==> src/rtl/snake_step_timer.sv <==
// ---------------------------------------------------------------------------
// snake_step_timer
//
// Turns the slow divided clock (kindaSlowClk, ~250 Hz) into a game step pulse
// inside the clk50Mhz domain. The slow clock is synchronised, edge detected
// into single-cycle ticks, and the ticks are counted into a step pulse whose
// period shrinks as the speed level rises. Keyboard-decoded pulses control the
// run/pause/restart behaviour.
//
// Ports
//   clk50Mhz     in   1        system clock
//   reset        in   1        asynchronous, active-high reset
//   slowClkIn    in   1        divided clock, asynchronous to clk50Mhz
//   start        in   1        1-cycle pulse: (re)start game timing
//   pauseToggle  in   1        1-cycle pulse: toggle RUN/PAUSE
//   speedUp      in   1        1-cycle pulse: level+1, saturating
//   tickStrobe   out  1        1-cycle pulse per slowClkIn rising edge
//   step         out  1        1-cycle game step pulse
//   level        out  LEVEL_W  current speed level
//   running      out  1        timer is in RUN
//   paused       out  1        timer is in PAUSE
//   wdErr        out  1        sticky watchdog error
//
// Build option
//   STEP_WATCHDOG_EN : when defined, a watchdog counts clk50Mhz cycles since
//   the last tick (or start). After WD_CYCLES cycles without a tick wdErr is
//   set and stays set until reset or start; no step is issued while it is set.
//   When undefined, there is no watchdog and wdErr is tied low.
// ---------------------------------------------------------------------------
module snake_step_timer #(
  parameter int BASE_TICKS = 50,      // ticks per step at level 0
  parameter int DEC_TICKS  = 5,       // ticks removed per speed level
  parameter int MIN_TICKS  = 10,      // floor on ticks per step
  parameter int MAX_LEVEL  = 7,       // level saturation value
  parameter int LEVEL_W    = 3,       // width of level
  parameter int CNT_W      = 8,       // width of tick counter
  parameter int WD_CYCLES  = 400000   // watchdog limit in clk50Mhz cycles
) (
  input  logic               clk50Mhz,
  input  logic               reset,
  input  logic               slowClkIn,
  input  logic               start,
  input  logic               pauseToggle,
  input  logic               speedUp,
  output logic               tickStrobe,
  output logic               step,
  output logic [LEVEL_W-1:0] level,
  output logic               running,
  output logic               paused,
  output logic               wdErr
);

  // Period arithmetic is done one level wider than the counter so that
  // level*DEC_TICKS can never wrap and BASE_TICKS - level*DEC_TICKS is only
  // evaluated when it cannot underflow.
  localparam int PW = CNT_W + LEVEL_W;

  localparam logic [PW-1:0]      BASE_P  = PW'(BASE_TICKS);
  localparam logic [PW-1:0]      MIN_P   = PW'(MIN_TICKS);
  localparam logic [PW-1:0]      SPAN_P  = PW'(BASE_TICKS - MIN_TICKS);
  localparam logic [PW-1:0]      DEC_P   = PW'(DEC_TICKS);
  localparam logic [LEVEL_W-1:0] MAX_LVL = LEVEL_W'(MAX_LEVEL);

  // Elaboration-time sanity checks on the parameter set.
  if (BASE_TICKS >= (1 << CNT_W)) begin : g_chk_cnt_w
    $error("snake_step_timer: CNT_W too narrow to hold BASE_TICKS");
  end
  if (MAX_LEVEL >= (1 << LEVEL_W)) begin : g_chk_level_w
    $error("snake_step_timer: LEVEL_W too narrow to hold MAX_LEVEL");
  end
  if (MIN_TICKS < 1 || MIN_TICKS > BASE_TICKS) begin : g_chk_min
    $error("snake_step_timer: MIN_TICKS must be in 1..BASE_TICKS");
  end
  if (WD_CYCLES < 1) begin : g_chk_wd
    $error("snake_step_timer: WD_CYCLES must be positive");
  end

  // -------------------------------------------------------------------------
  // Synchroniser and rising-edge detector.
  // All three flops reset to 1 so that a slow clock which is already high
  // when reset is released does not look like a fresh rising edge.
  // Ticks are produced in every FSM state (the watchdog relies on them).
  // -------------------------------------------------------------------------
  logic sync1;
  logic sync2;
  logic prev;

  always_ff @(posedge clk50Mhz or posedge reset) begin
    if (reset) begin
      sync1      <= 1'b1;
      sync2      <= 1'b1;
      prev       <= 1'b1;
      tickStrobe <= 1'b0;
    end else begin
      sync1      <= slowClkIn;
      sync2      <= sync1;
      prev       <= sync2;
      tickStrobe <= sync2 & ~prev;
    end
  end

  // -------------------------------------------------------------------------
  // Step period for the current level, clamped at MIN_TICKS.
  // -------------------------------------------------------------------------
  logic [CNT_W-1:0]   counter;
  logic [PW-1:0]      level_scaled;
  logic [PW-1:0]      period;
  logic [PW-1:0]      count_inc;
  logic               step_due;
  logic [LEVEL_W-1:0] level_inc;

  assign level_scaled = PW'(level) * DEC_P;
  assign period       = (level_scaled >= SPAN_P) ? MIN_P : (BASE_P - level_scaled);
  assign count_inc    = PW'(counter) + PW'(1);
  // ">=" rather than "==" so a counter left above a freshly shortened period
  // fires on the next tick instead of wrapping all the way round.
  assign step_due     = (count_inc >= period);
  assign level_inc    = (level == MAX_LVL) ? level : (level + LEVEL_W'(1));

  // Asserted while the watchdog holds off step pulses.
  logic wd_block;

  // -------------------------------------------------------------------------
  // Watchdog (optional)
  // -------------------------------------------------------------------------
`ifdef STEP_WATCHDOG_EN
  localparam int              WD_W      = $clog2(WD_CYCLES + 1);
  localparam logic [WD_W-1:0] WD_LIMIT  = WD_W'(WD_CYCLES);
  localparam logic [WD_W-1:0] WD_LAST   = WD_W'(WD_CYCLES - 1);

  logic [WD_W-1:0] wd_count;
  logic            wd_err;

  always_ff @(posedge clk50Mhz or posedge reset) begin
    if (reset) begin
      wd_count <= '0;
      wd_err   <= 1'b0;
    end else if (start || tickStrobe) begin
      wd_count <= '0;
      // Only start clears the error; a returning tick leaves it sticky.
      if (start) begin
        wd_err <= 1'b0;
      end
    end else if (wd_count != WD_LIMIT) begin
      wd_count <= wd_count + WD_W'(1);
      if (wd_count == WD_LAST) begin
        wd_err <= 1'b1;
      end
    end
  end

  assign wdErr    = wd_err;
  assign wd_block = wd_err;
`else
  assign wdErr    = 1'b0;
  assign wd_block = 1'b0;
`endif

  // -------------------------------------------------------------------------
  // Run/pause state machine with registered outputs.
  // Priority within a cycle: start > pauseToggle > speedUp. A tick arriving
  // in a start or pauseToggle cycle is dropped. speedUp and a tick in the
  // same cycle: the tick is compared against the old level's period.
  // -------------------------------------------------------------------------
  typedef enum logic [1:0] {
    ST_IDLE  = 2'd0,
    ST_RUN   = 2'd1,
    ST_PAUSE = 2'd2
  } state_t;

  state_t state;

  always_ff @(posedge clk50Mhz or posedge reset) begin
    if (reset) begin
      state   <= ST_IDLE;
      counter <= '0;
      level   <= '0;
      step    <= 1'b0;
      running <= 1'b0;
      paused  <= 1'b0;
    end else begin
      step <= 1'b0;
      if (start) begin
        state   <= ST_RUN;
        counter <= '0;
        level   <= '0;
        running <= 1'b1;
        paused  <= 1'b0;
      end else if (pauseToggle && (state != ST_IDLE)) begin
        if (state == ST_RUN) begin
          state   <= ST_PAUSE;
          running <= 1'b0;
          paused  <= 1'b1;
        end else begin
          state   <= ST_RUN;
          running <= 1'b1;
          paused  <= 1'b0;
        end
      end else begin
        if (speedUp && (state != ST_IDLE)) begin
          level <= level_inc;
        end
        // tickStrobe is itself a one-cycle pulse, so step can never be
        // high on two consecutive cycles.
        if ((state == ST_RUN) && tickStrobe) begin
          if (step_due) begin
            counter <= '0;
            step    <= ~wd_block;
          end else begin
            counter <= count_inc[CNT_W-1:0];
          end
        end
      end
    end
  end

endmodule

==> config.mk <==
export PLATFORM = sky130hd
export DESIGN_NAME = snake_step_timer
export DESIGN_NICKNAME = d
export VERILOG_FILES = /design/src/rtl/snake_step_timer.sv
export SDC_FILE = /design/constraint.sdc
export NUM_CORES = 1
export LEC_CHECK = 0
export CORE_MARGIN = 4
export CORE_UTILIZATION = 56
export CTS_BUF_LIST = sky130_fd_sc_hd__clkbuf_4 sky130_fd_sc_hd__clkbuf_8 sky130_fd_sc_hd__clkbuf_16
export CTS_CLUSTER_DIAMETER = 40
export CTS_CLUSTER_SIZE = 12
export DETAILED_ROUTE_END_ITERATION = 10
export DONT_BUFFER_PORTS = 1
export GPL_TIMING_DRIVEN = 0
export PLACE_DENSITY = 0.83
export REMOVE_ABC_BUFFERS = 1
export SETUP_SLACK_MARGIN = 0.5
export SLEW_MARGIN = 30
export SYNTH_ARGS = -nofsm -noshare
export SYNTH_HDL_FRONTEND = slang
export SYNTH_SLANG_ARGS = --single-unit
==> constraint.sdc <==
create_clock -name clk50Mhz -period 3.16 [get_ports clk50Mhz]
set_input_delay 0.79 -clock clk50Mhz [delete_from_list [all_inputs] [get_ports clk50Mhz]]
set_output_delay 0.79 -clock clk50Mhz [all_outputs]
set_load 0.005 [all_outputs]
* Yosys cells after proc, flatten, opt, wreduce, memory -nomap -nowiden
Index checks and enable logic that the tools add are counted.
** Storage, ports and cells
- Register bits :: 20
- Input port bits :: 6
- Output and inout port bits :: 8
- Logic and storage cells :: 53
** Cells by class
- Add/sub/neg operators :: 3
- $mul :: 1
- Order comparisons :: 2
- Equality and inequality tests :: 4
- Multiplexer cells :: 22
- Bitwise operators :: 2
- Reductions and logical operators :: 9
** Operators by type and width (number)
- two-way mux 8 bit :: 4
- two-way mux 3 bit :: 4
- greater-or-equal comparator 9 x 11 -> 1 bit :: 1
- two-way mux 11 bit :: 1
- two-way mux 1 bit :: 10
- adder 8 x 1 -> 9 bit (second input constant) :: 1
- nonzero test 2 bit :: 4
- subtractor 6 x 6 -> 7 bit (first input constant) :: 1
- greater-or-equal comparator 6 bit (second input constant) :: 1
- multiplier 3 x 3 -> 6 bit (second input constant) :: 1
- two-way mux 2 bit :: 3
- != test 2 bit (second input constant) :: 2
- adder 3 x 1 -> 3 bit (second input constant) :: 1
- equality test 3 bit (second input constant) :: 1
- logical AND 1 bit :: 3
- AND reduction 3 bit :: 1
- equality test 2 x 1 -> 1 bit (second input constant) :: 1
- AND reduction 2 bit :: 1
- AND 1 bit :: 1
- NOT 1 bit :: 1

* Depth between registers and ports, before layout
Gate-level depths: netlist (run 1).
- Depth in word-level cells :: 8
- Gate-level depth with buffers :: 11
- Gate-level depth less buffers :: 10

* Worst setup path before layout (run 1)
No wires, ideal clock.
- Kind :: flip-flop to flip-flop
- Start point :: reg level[0]
- End point :: reg counter[2]
- Library setup time :: 104 ps
- Data arrival time :: 2909 ps
- Data required time :: 3056 ps
- Setup slack :: 147 ps
- Stages on the path, launching flop included :: 12
- Buffers on the path :: 1
- Period minus slack after synthesis :: 3013 ps
- Cell sequence :: dfrtp_1 -> ha_1 -> ha_1 -> ha_1 -> a22oi_1 -> nand2_1 -> ha_1 -> a21oi_2 -> nor3_2 -> or4_4 -> buf_6 -> o41ai_2
** On the way
- Longest elaborated chain between the ends :: 8
- Elaborated cells between the ends (all ways) :: 9
- Those cells by class :: add/sub: 1; mul: 1; order compare: 2; mux: 5
** Ends and longest elaborated chain
- from (decl) :: RTL line 47 : output logic [LEVEL_W-1:0] level,
- from (signal assigned) :: RTL line 201 : level <= level_inc;
- multiplier 3 x 3 -> 6 bit * :: RTL line 112 : assign level_scaled = PW'(level) * DEC_P;
- subtractor 6 x 6 -> 7 bit / greater-or-equal comparator 6 bit (equally long branches) :: RTL line 113 : assign period = (level_scaled >= SPAN_P) ? MIN_P : (BASE_P - level_scaled);
- two-way mux 11 bit * :: RTL line 113
- greater-or-equal comparator 9 x 11 -> 1 bit * :: RTL line 117 : assign step_due = (count_inc >= period);
- two-way mux 8 bit * :: RTL line 206 : if (step_due) begin
- two-way mux 8 bit * :: RTL line 205 : if ((state == ST_RUN) && tickStrobe) begin
- two-way mux 8 bit * :: RTL line 189 : end else if (pauseToggle && (state != ST_IDLE)) begin
- two-way mux 8 bit * :: RTL line 183 : if (start) begin
- to (signal assigned) :: RTL line 210 : counter <= count_inc[CNT_W-1:0];
- to (decl) :: RTL line 105 : logic [CNT_W-1:0] counter;
Mark *: on every way between the ends. The rest lies on a longest branch, timed or not. The select of a mux whose other input is x is not followed.
A chain may end at the register's enable or synchronous reset.

* Worst setup path in the final report (run 1)
- Start point :: reg level[0]
- End point :: reg counter[6]
The elaborated chain is that of the path after synthesis.

==> results of run 1 <==
-- how the worst max path moves through the flow --
stage	from	to	slack, ns	cells past startpoint
2_1_floorplan	level[0]	counter[2]	0.19	10
3_3_place_gp	level[0]	counter[5]	0.001	10
3_5_place_dp	level[0]	counter[5]	-0.08	10
4_1_cts	level[0]	counter[6]	0.38	11
5_1_grt	level[0]	counter[4]	0.20	11
6_report	level[0]	counter[6]	0.33	11
-- repair_timing --
action / 4_1_cts / 5_1_grt
gates resized for setup: 13 / 1
setup endpoints to repair: 9 / 9
pin swaps: 5 / 0
cloned: 1 / 0
buffers inserted: 2 / 0
-- metal layers --
metal	vias up	wire length (um)	track usage [%]
li1	489	-	-
met1	496	1252	23.85
met2	27	1266	29.84
met3	8	102	3.118
met4	0	60	9.272
met5	-	0	0
-- final cells by class --
type	instances	area, um2
clock buffer	3	22.52
clock inverter	1	5.005
fill	162	728.2
inverter	13	48.80
multi-input combinational	108	948.4
sequential	19	481.7
tap	28	35.03
timing repair buffer	2	27.53
-- worst register-to-register path, stage by stage, from the launching register on --
cell                      delay [ns]
sky130_fd_sc_hd__dfrtp_2        0.51
sky130_fd_sc_hd__ha_4           0.20
sky130_fd_sc_hd__ha_4           0.17
sky130_fd_sc_hd__ha_4           0.28
sky130_fd_sc_hd__a22oi_2        0.08
sky130_fd_sc_hd__buf_4          0.15
sky130_fd_sc_hd__o21a_1         0.10
sky130_fd_sc_hd__ha_2           0.17
sky130_fd_sc_hd__a21oi_2        0.15
sky130_fd_sc_hd__nor3_2         0.06
sky130_fd_sc_hd__or4_4          0.54
sky130_fd_sc_hd__o41ai_2        0.31
-- synthesized netlist by cell type, drive strengths merged, types with 2 or more instances --
| library cell | count |
|---|---|
| nand3 | 5 |
| mux2i | 2 |
| o41ai | 8 |
| or3 | 2 |
| xnor2 | 4 |
| inv | 13 |
| nor2b | 3 |
| nor3 | 2 |
| and2 | 2 |
| xor2 | 5 |
| dfrtp | 16 |
| ha | 19 |
| nand2 | 17 |
| a21oi | 6 |
| nand2b | 3 |
| dfstp | 3 |
| conb | 2 |
| buf | 3 |
| nor2 | 11 |
-- report_power, final --
group	total [mW]	switching [mW]	leakage, nW	internal, mW
sequential	0.263	0.0109	0.242	0.253
combinational	0.0604	0.0327	0.507	0.0277
clock	0.117	0.0699	0.0177	0.0470
-- placed cells by master, fill, tap and decap left out, types with 2 or more instances in the layout --
cell type                   n
sky130_fd_sc_hd__dfrtp_2    2
sky130_fd_sc_hd__and2_1     2
sky130_fd_sc_hd__or4_4      2
sky130_fd_sc_hd__inv_1     13
sky130_fd_sc_hd__nand3_1    4
sky130_fd_sc_hd__mux2i_1    2
sky130_fd_sc_hd__nor2b_1    3
sky130_fd_sc_hd__conb_1     5
sky130_fd_sc_hd__xor2_1     5
sky130_fd_sc_hd__nand2b_1   2
sky130_fd_sc_hd__ha_4       4
sky130_fd_sc_hd__clkbuf_4   3
sky130_fd_sc_hd__nor2_1    11
sky130_fd_sc_hd__or3_1      2
sky130_fd_sc_hd__dfrtp_1   14
sky130_fd_sc_hd__o41ai_2    8
sky130_fd_sc_hd__ha_1      14
sky130_fd_sc_hd__nand2_1   17
sky130_fd_sc_hd__xnor2_1    4
sky130_fd_sc_hd__a21oi_1    4
sky130_fd_sc_hd__dfstp_2    3
-- cells by family after synthesis --
group / after synthesis
compound gates: 20
xor+xnor: 9
fa+ha+maj: 19
buf+inv: 16
flops: 19
mux: 3
other cells: 2
simple gates: 51
==> results, run 1 <==
- The class of the most critical setup path is flip-flop to flip-flop.
- For the worst setup path, the data required time is 3.34 ns.
- The worst setup timing slack at the placement stage is -0.08214 ns.
- The die width is 57.91 um.
- The proportion of layout cells with a drive suffix above 1 is 26.03%.
- The Yosys step of the flow raised 0 warnings.
- The sum of internal, switching and leakage power is 0.4408 mW.
- The number of iterations in the first detailed-routing pass is 5.
- By area the synthesized netlist is led by sky130_fd_sc_hd__dfrtp_1, sky130_fd_sc_hd__ha_1, sky130_fd_sc_hd__o41ai_2.
- The clock tree from TritonCTS is built.
- In the final layout, the registers with the most flip-flops are counter (8), level (3).
- The first-pass GRT wire length is 4878 um.
- For this block, the initial DRC count from the detailed router was 33.
- The clock period minus worst slack is 2.828 ns.
- The count of pins over their slew limit came to 0.
- The terminus of the critical flop-to-flop path is counter[6].
- For flop-to-flop paths, the worst setup slack is 0.33 ns.
- At the later pin of the worst-skew pair, clock insertion delay measures 0.29 ns.
- The dominant delay contributor by cell family on the critical path is adder cells.
- The maximum fanout along the worst path is 8.
- Synthesis handed over a netlist of 139 instances.
- The total length of routed wires is 2681 um.
- The worst hold path belongs to the class flip-flop to flip-flop.
- The worst hold path was traced through 0 stages.
- The leakage power is 0.7667 nW.
- The fraction of the mapped netlist area in adder cells is 17.04%.
- Routability-driven placement finished with a final weighted congestion of 0.7973.
- Entering global routing, the biggest net connects 20 pins.
- The fraction of synthesized area in multiplexers is 2.242%.
- Measured in cells, the most critical reg-to-reg path has a length of 11.
- After Yosys synthesis, and, or, nand and nor cells account for 19.64% of the synthesized area.
- The compound-gate portion of the synthesized area is 15.43%.
- In this design, the stage delay of the slowest critical-path cell is 0.54 ns.
- The final number of setup-violating endpoints is 0.
- The max-slew headroom at the worst pin is 54.90%.
- Traced cell by cell, the critical path runs through ha_4 -> ha_4 -> ha_4 -> a22oi_2 -> buf_4 -> o21a_1 -> ha_2 -> a21oi_2 -> nor3_2 -> or4_4 -> o41ai_2.
- The area of all placed cells without fillers is 1569 um2.
- The clock tree root driver cell is sky130_fd_sc_hd__clkbuf_4.
- The summed instance area of the synthesized netlist is 1395 um2.
- STA classifies the critical path startpoint as a flip-flop.
- The initial antenna violation count is 0.
- Global routing finished with a remaining overflow of 0.
- After layout, the worst setup slack is 0.3321 ns.
- The count of endpoints failing hold in the final timing report is 0.
- The worst path uses 89.49% of the clock period.
- The worst hold path startpoint is sync2.
- The quantity of I/O buffers inserted on ports is 0.
- In this run the power density over the cells is 280.9 nW/um2.
- In the synthesized netlist the dominant register cell turns out to be sky130_fd_sc_hd__dfrtp_1.
- The detail route stage leaves a number of antenna-violating nets equal to 0.
- The area added between synthesis and finish is 12.47%.
- The library cell with the largest summed area after synthesis is sky130_fd_sc_hd__dfrtp_1.
- The tool flagged a number of max-cap violations equal to 0.
- Of the post-synthesis cell area, the dominant cell type holds 28.70%.
- The cts-stage hold buffer count is 0.
- The slowest cell on the critical path is sky130_fd_sc_hd__or4_4.
- The critical path's most frequent cell is sky130_fd_sc_hd__ha_4.
- The detailed-route vias per instance is 5.862.
- The post-synthesis xor/xnor area fraction is 5.650%.
- After synthesis, the share of flip-flops with an asynchronous set or reset is 100.0%.
- The number of global-route vias before repair came to 1078.
- Static timing analysis puts the maximum clock frequency at 0.3536 GHz.
- The dominant combinational cell family by area after synthesis is simple AND/OR/NAND/NOR gates.
- The worst-case IR drop observed on VDD is 0.0003533 V.
- Clock tree synthesis found a total of 19 sinks.
- The detail-routed net length per standard cell is 15.41 um.
- The final total negative setup slack is 0 ns.
- The critical path arrival is 3.01 ns.
- Counting both buffers and inverters, the worst setup path holds a total of 1.
- Clock-pin slew was measured on the worst setup and hold paths at 0.11 ns.
- The total number of vias is 1020.
- Once placement finished, the instance area stood at 1419 um2.
- The run finished with clean final reports.
- The register containing the most flip-flops in the final layout is counter.
- The post-synthesis average cell area is 10.04 um2.
- Once layout is complete, the utilization of the core stands at 68.30%.
- The starting density of the core is 60.73%.
- For this run, the register share of the synthesized area comes to 34.35%.
- The synthesized design contains 19 register bits.
- The number of design rule violations left after detail routing is 0.
- The net count of the finished layout is 172.
- The kind of end point of the critical path is a flip-flop.
- The number of antenna diodes is 0.
- The distinct cell type count after synthesis is 37.
- In the global route stage, overall resource usage came out at 18.50%.
- Setup repair after global routing could not meet its margin everywhere.
- In this run the count of I/O pins placed on the die edge is 14.
- For the pin with the worst max-slew slack, the measured transition is 0.6758 ns.
- The detailed placement HPWL is 1839 um.
- After floorplanning, the core was divided into 17 placement rows.
- The reg-to-reg critical path startpoint is level[0].
- The die covers 3354 um2.
- The H-tree depth reported by CTS is 1.
- From bottom edge to top edge, the die measures 57.91 um.
- The number of buffers added by the clock tree synthesis step is 3.
- The number of instances in the placed design is 167.
- The area of the placeable core is 2297 um2.
- Excluding fillers, the count of instances in the completed layout stands at 174.
- The worst hold margin is 0.3615 ns.
- The end of the worst hold path is prev.
- The number of synthesized flops with an enable pin is 0.
- The clock skew is 0.01059 ns.
- The number of flip-flops in the largest register is 8.
- The longest clock path from root to sink contains 2 buffers.
Power figures use the tool's default switching activity.
==> inputs of run 2 (changes only) <==
GPL_ROUTABILITY_DRIVEN = 1   (was unset)
HOLD_SLACK_MARGIN = 0.03   (was unset)
==> results of run 2 <==
Final layout, timing and power as in run 1 (identical DEF).
==> inputs of run 3 (changes only) <==
CTS_BUF_LIST = sky130_fd_sc_hd__clkbuf_16   (was sky130_fd_sc_hd__clkbuf_4 sky130_fd_sc_hd__clkbuf_8 sky130_fd_sc_hd__clkbuf_16)
SETUP_SLACK_MARGIN = unset   (was 0.5)
==> run 3 against run 2 <==
Against the previous run: setup slack lost 0.19 ns; largest power group unchanged; count of clock-buffer cells in the layout is the same; combinational power shrank 9.6%; global-route usage shrank 2.3 points; sequential share of layout area grew 0.47 points; first-iteration DRC count shrank 15%; sequential power is essentially flat; routed wire length shrank 2.2%.
==> results, run 3 (synthesis gave the netlist of run 1 again) <==
- The relative contribution of the clock network to total power is 44.2% (was 26.5%).
- The class of the most critical setup path is flip-flop to flip-flop (unchanged).
- The peak ir drop on the vdd network is 0.0004446 V (was 0.0003533 V).
- The largest net degree at the start of global routing came to 20 (unchanged).
- The fraction of the cycle the final worst path needs is 95.56% (was 89.49%).
- The number of design rule violations left after detail routing is 0 (unchanged).
- The number of sinks driven by the clock tree is 19 (unchanged).
- The met3 track utilization from global routing is 2.895% (was 3.118%).
- The starting density of the core is 60.73% (unchanged).
- The type of origin of the critical path is a flip-flop (unchanged).
- The initial antenna violation count is 0 (unchanged).
- The area of all placed cells without fillers is 1545 um2 (was 1569 um2).
- The most crowded layer after global routing is met2 (unchanged).
- The proportion of layout cells with a drive suffix above 1 is 21.92% (was 26.03%).
- The number of iterations in the first detailed-routing pass came to 4 (was 5).
- The post-layout instance count excluding filler cells is 174 (unchanged).
- The max-capacitance violation count is 0 (unchanged).
- The total number of nets in the final design is 172 (unchanged).
- The count of pins over their slew limit came to 0 (unchanged).
- The count of endpoints failing hold in the final timing report is 0 (unchanged).
- The total length of routed wires was 2621 um (was 2681 um).
- The most frequent standard cell in the layout excluding fill and tap cells is sky130_fd_sc_hd__ha_1 (was sky130_fd_sc_hd__nand2_1).
- The total number of vias was 1013 (was 1020).
- The floorplan die height is 57.91 um (unchanged).
- The cell area after placement is 1419 um2 (unchanged).
- The kind of end point of the critical path is a flip-flop (unchanged).
- The detail-routed net length per standard cell is 15.06 um (was 15.41 um).
- The proportion of total power due to net switching is 21.58% (was 25.75%).
- Status: finished, final reports clean (unchanged).
- The number of nets still failing antenna checks after routing was 0 (unchanged).
- The source-to-sink clock delay at the later pin of the worst-skew pair is 0.25 ns (was 0.29 ns).
- The first-pass GRT wire length came to 4271 um (was 4878 um).
- The maximum fanout along the worst path came to 8 (unchanged).
- The met2 layer usage reported by global route is 26.13% (was 29.84%).
- The relative contribution of combinational cells to total power is 9.6% (was 13.7%).
- The clock tree root driver cell is sky130_fd_sc_hd__clkbuf_16 (was sky130_fd_sc_hd__clkbuf_4).
- The number of buffers added by the clock tree synthesis step is 3 (unchanged).
- The worst-margin pin slew is 0.6797 ns (was 0.6758 ns).
- The critical path arrival is 3.16 ns (was 3.01 ns).
- The number of global-route vias before repair is 981 (was 1078).
- The number of I/O pins is 14 (unchanged).
- The H-tree depth reported by CTS was 1 (unchanged).
- The clock-pin slew on the worst setup and hold paths is 0.05 ns (was 0.11 ns).
- The launch point of the worst path is level[0] (unchanged).
- The number of fill cells is 166 (was 162).
- The maximum frequency from static timing analysis is 0.3312 GHz (was 0.3536 GHz).
- Commonest cells after routing, fill and taps aside: sky130_fd_sc_hd__ha_1, sky130_fd_sc_hd__nand2_1, sky130_fd_sc_hd__dfrtp_1 (was sky130_fd_sc_hd__nand2_1, sky130_fd_sc_hd__ha_1, sky130_fd_sc_hd__dfrtp_1).
- The worst endpoint required time came to 3.30 ns (was 3.34 ns).
- The clock period minus worst slack came to 3.020 ns (was 2.828 ns).
- The detailed-route vias per instance is 5.822 (was 5.862).
- The total power per unit cell area was 368.3 nW/um2 (was 280.9 nW/um2).
- The clock skew came to 0.003009 ns (was 0.01059 ns).
- The die width is 57.91 um (unchanged).
- The cell-internal power came to 0.4462 mW (was 0.3272 mW).
- The total die area is 3354 um2 (unchanged).
- The share of power burned in registers was 46.2% (was 59.8%).
- The detailed placement HPWL was 1839 um (unchanged).
- The residual overflow from global routing came to 0 (unchanged).
- The leakage power was 0.7946 nW (was 0.7667 nW).
- The number of instances in the placed design is 167 (unchanged).
- The fraction of met1 tracks used by global routing is 20.67% (was 23.85%).
- The area of the placeable core is 2297 um2 (unchanged).
- The switching power summed over all nets is 0.1228 mW (was 0.1135 mW).
- The number of antenna diodes was 0 (unchanged).
- The reg-to-reg critical path startpoint was level[0] (unchanged).
- The type of the most critical hold path is flip-flop to flip-flop (unchanged).
- The clock tree from TritonCTS is built (unchanged).
- Largest registers in the final layout: counter (8), level (3) (unchanged).
- RSZ-0062 raised after global routing: true (unchanged).
- The number of design-rule violations left by the first detailed-router iteration is 28 (was 33).
- The total global routing track utilization is 16.19% (was 18.50%).
- The cts-stage hold buffer count is 0 (unchanged).
- The register containing the most flip-flops in the final layout was counter (unchanged).
- The area added between synthesis and finish is 10.76% (was 12.47%).
- The worst hold path startpoint is sync1 (was sync2).
- The maximum buffer depth of the clock tree is 2 (unchanged).
- The last weighted congestion value of the routability-driven placer is 0.7973 (unchanged).
- The number of flip-flops in the largest register is 8 (unchanged).
- The final number of setup-violating endpoints is 0 (unchanged).
- The row count is 17 (unchanged).
- The max-slew headroom at the worst pin is 54.64% (was 54.90%).
- The quantity of I/O buffers inserted on ports came to 0 (unchanged).
run 3: worst max-delay path: stages (launching register included):
cell                      delay (ns)
sky130_fd_sc_hd__dfrtp_2        0.47
sky130_fd_sc_hd__ha_1           0.22
sky130_fd_sc_hd__ha_1           0.19
sky130_fd_sc_hd__ha_1           0.34
sky130_fd_sc_hd__a22oi_2        0.23
sky130_fd_sc_hd__nand2_1        0.08
sky130_fd_sc_hd__ha_1           0.30
sky130_fd_sc_hd__a21oi_2        0.14
sky130_fd_sc_hd__nor3_2         0.06
sky130_fd_sc_hd__or4_4          0.55
sky130_fd_sc_hd__o41ai_2        0.31
run 3: cell type report:
cell class	count	area, um2	area share, %
well taps	28	35.03	2.267
flip-flops and latches	19	481.7	31.17
inverters	13	48.80	3.158
clock buffers	3	75.07	4.858
repair buffers	2	15.01	0.9717
multi-input cells	108	884.6	57.25
clock inverters	1	5.005	0.3239
run 3: metal layers:
metal	share of wire (%)	vias to the layer above
met1	44	496
met3	3.7	4
met4	1.4	0
li1	-	490
met5	0	-
met2	51	23
run 3: power groups by stage:
stage	Clock, mW	Sequential [mW]	Combinational, mW
6_report	0.251	0.263	0.0546
5_1_grt	0.267	0.265	0.0633
4_1_cts	0.257	0.263	0.0533
3_5_place_dp	0	0.267	0.0524
3_3_place_gp	0	0.266	0.0503
2_1_floorplan	0	0.264	0.0442
run 3: path summary, 6_finish.rpt:
kind | endpoint | slack (ns) | cells after the start
max in group asynchronous | level[0] | 2.15 | 1
worst min register to register | sync2 | 0.36 | 0
worst max register to register | counter[5] | 0.14 | 10
worst min-delay path | sync2 | 0.36 | 0
min in group asynchronous | tickStrobe | 0.53 | 1
worst max-delay path | counter[5] | 0.14 | 10
run 3: stage by stage:
stage | setup slack, ns | TNS (ns) | hold WS, ns | util [%] | power (mW)
2_1_floorplan | 0.1868 | 0 | 0.3452 | - | 0.3082
3_3_place_gp | 0.001382 | 0 | 0.3517 | 61.76 | 0.3164
3_5_place_dp | -0.08214 | -0.4296 | 0.3481 | 61.76 | 0.3190
4_1_cts | 0.01844 | 0 | 0.3594 | 65.52 | 0.5730
5_1_grt | -0.04014 | -0.1962 | 0.3627 | 67.27 | 0.5952
6_report | 0.1404 | 0 | 0.3563 | 67.27 | 0.5690
run 3: repair_timing:
| item | CTS | global route |
|---|---|---|
| cloned | 0 | 1 |
| setup buffers | 0 | 2 |
| setup endpoints to repair | 9 | 9 |
| resized for setup | 2 | 4 |
| pin swaps | 0 | 2 |
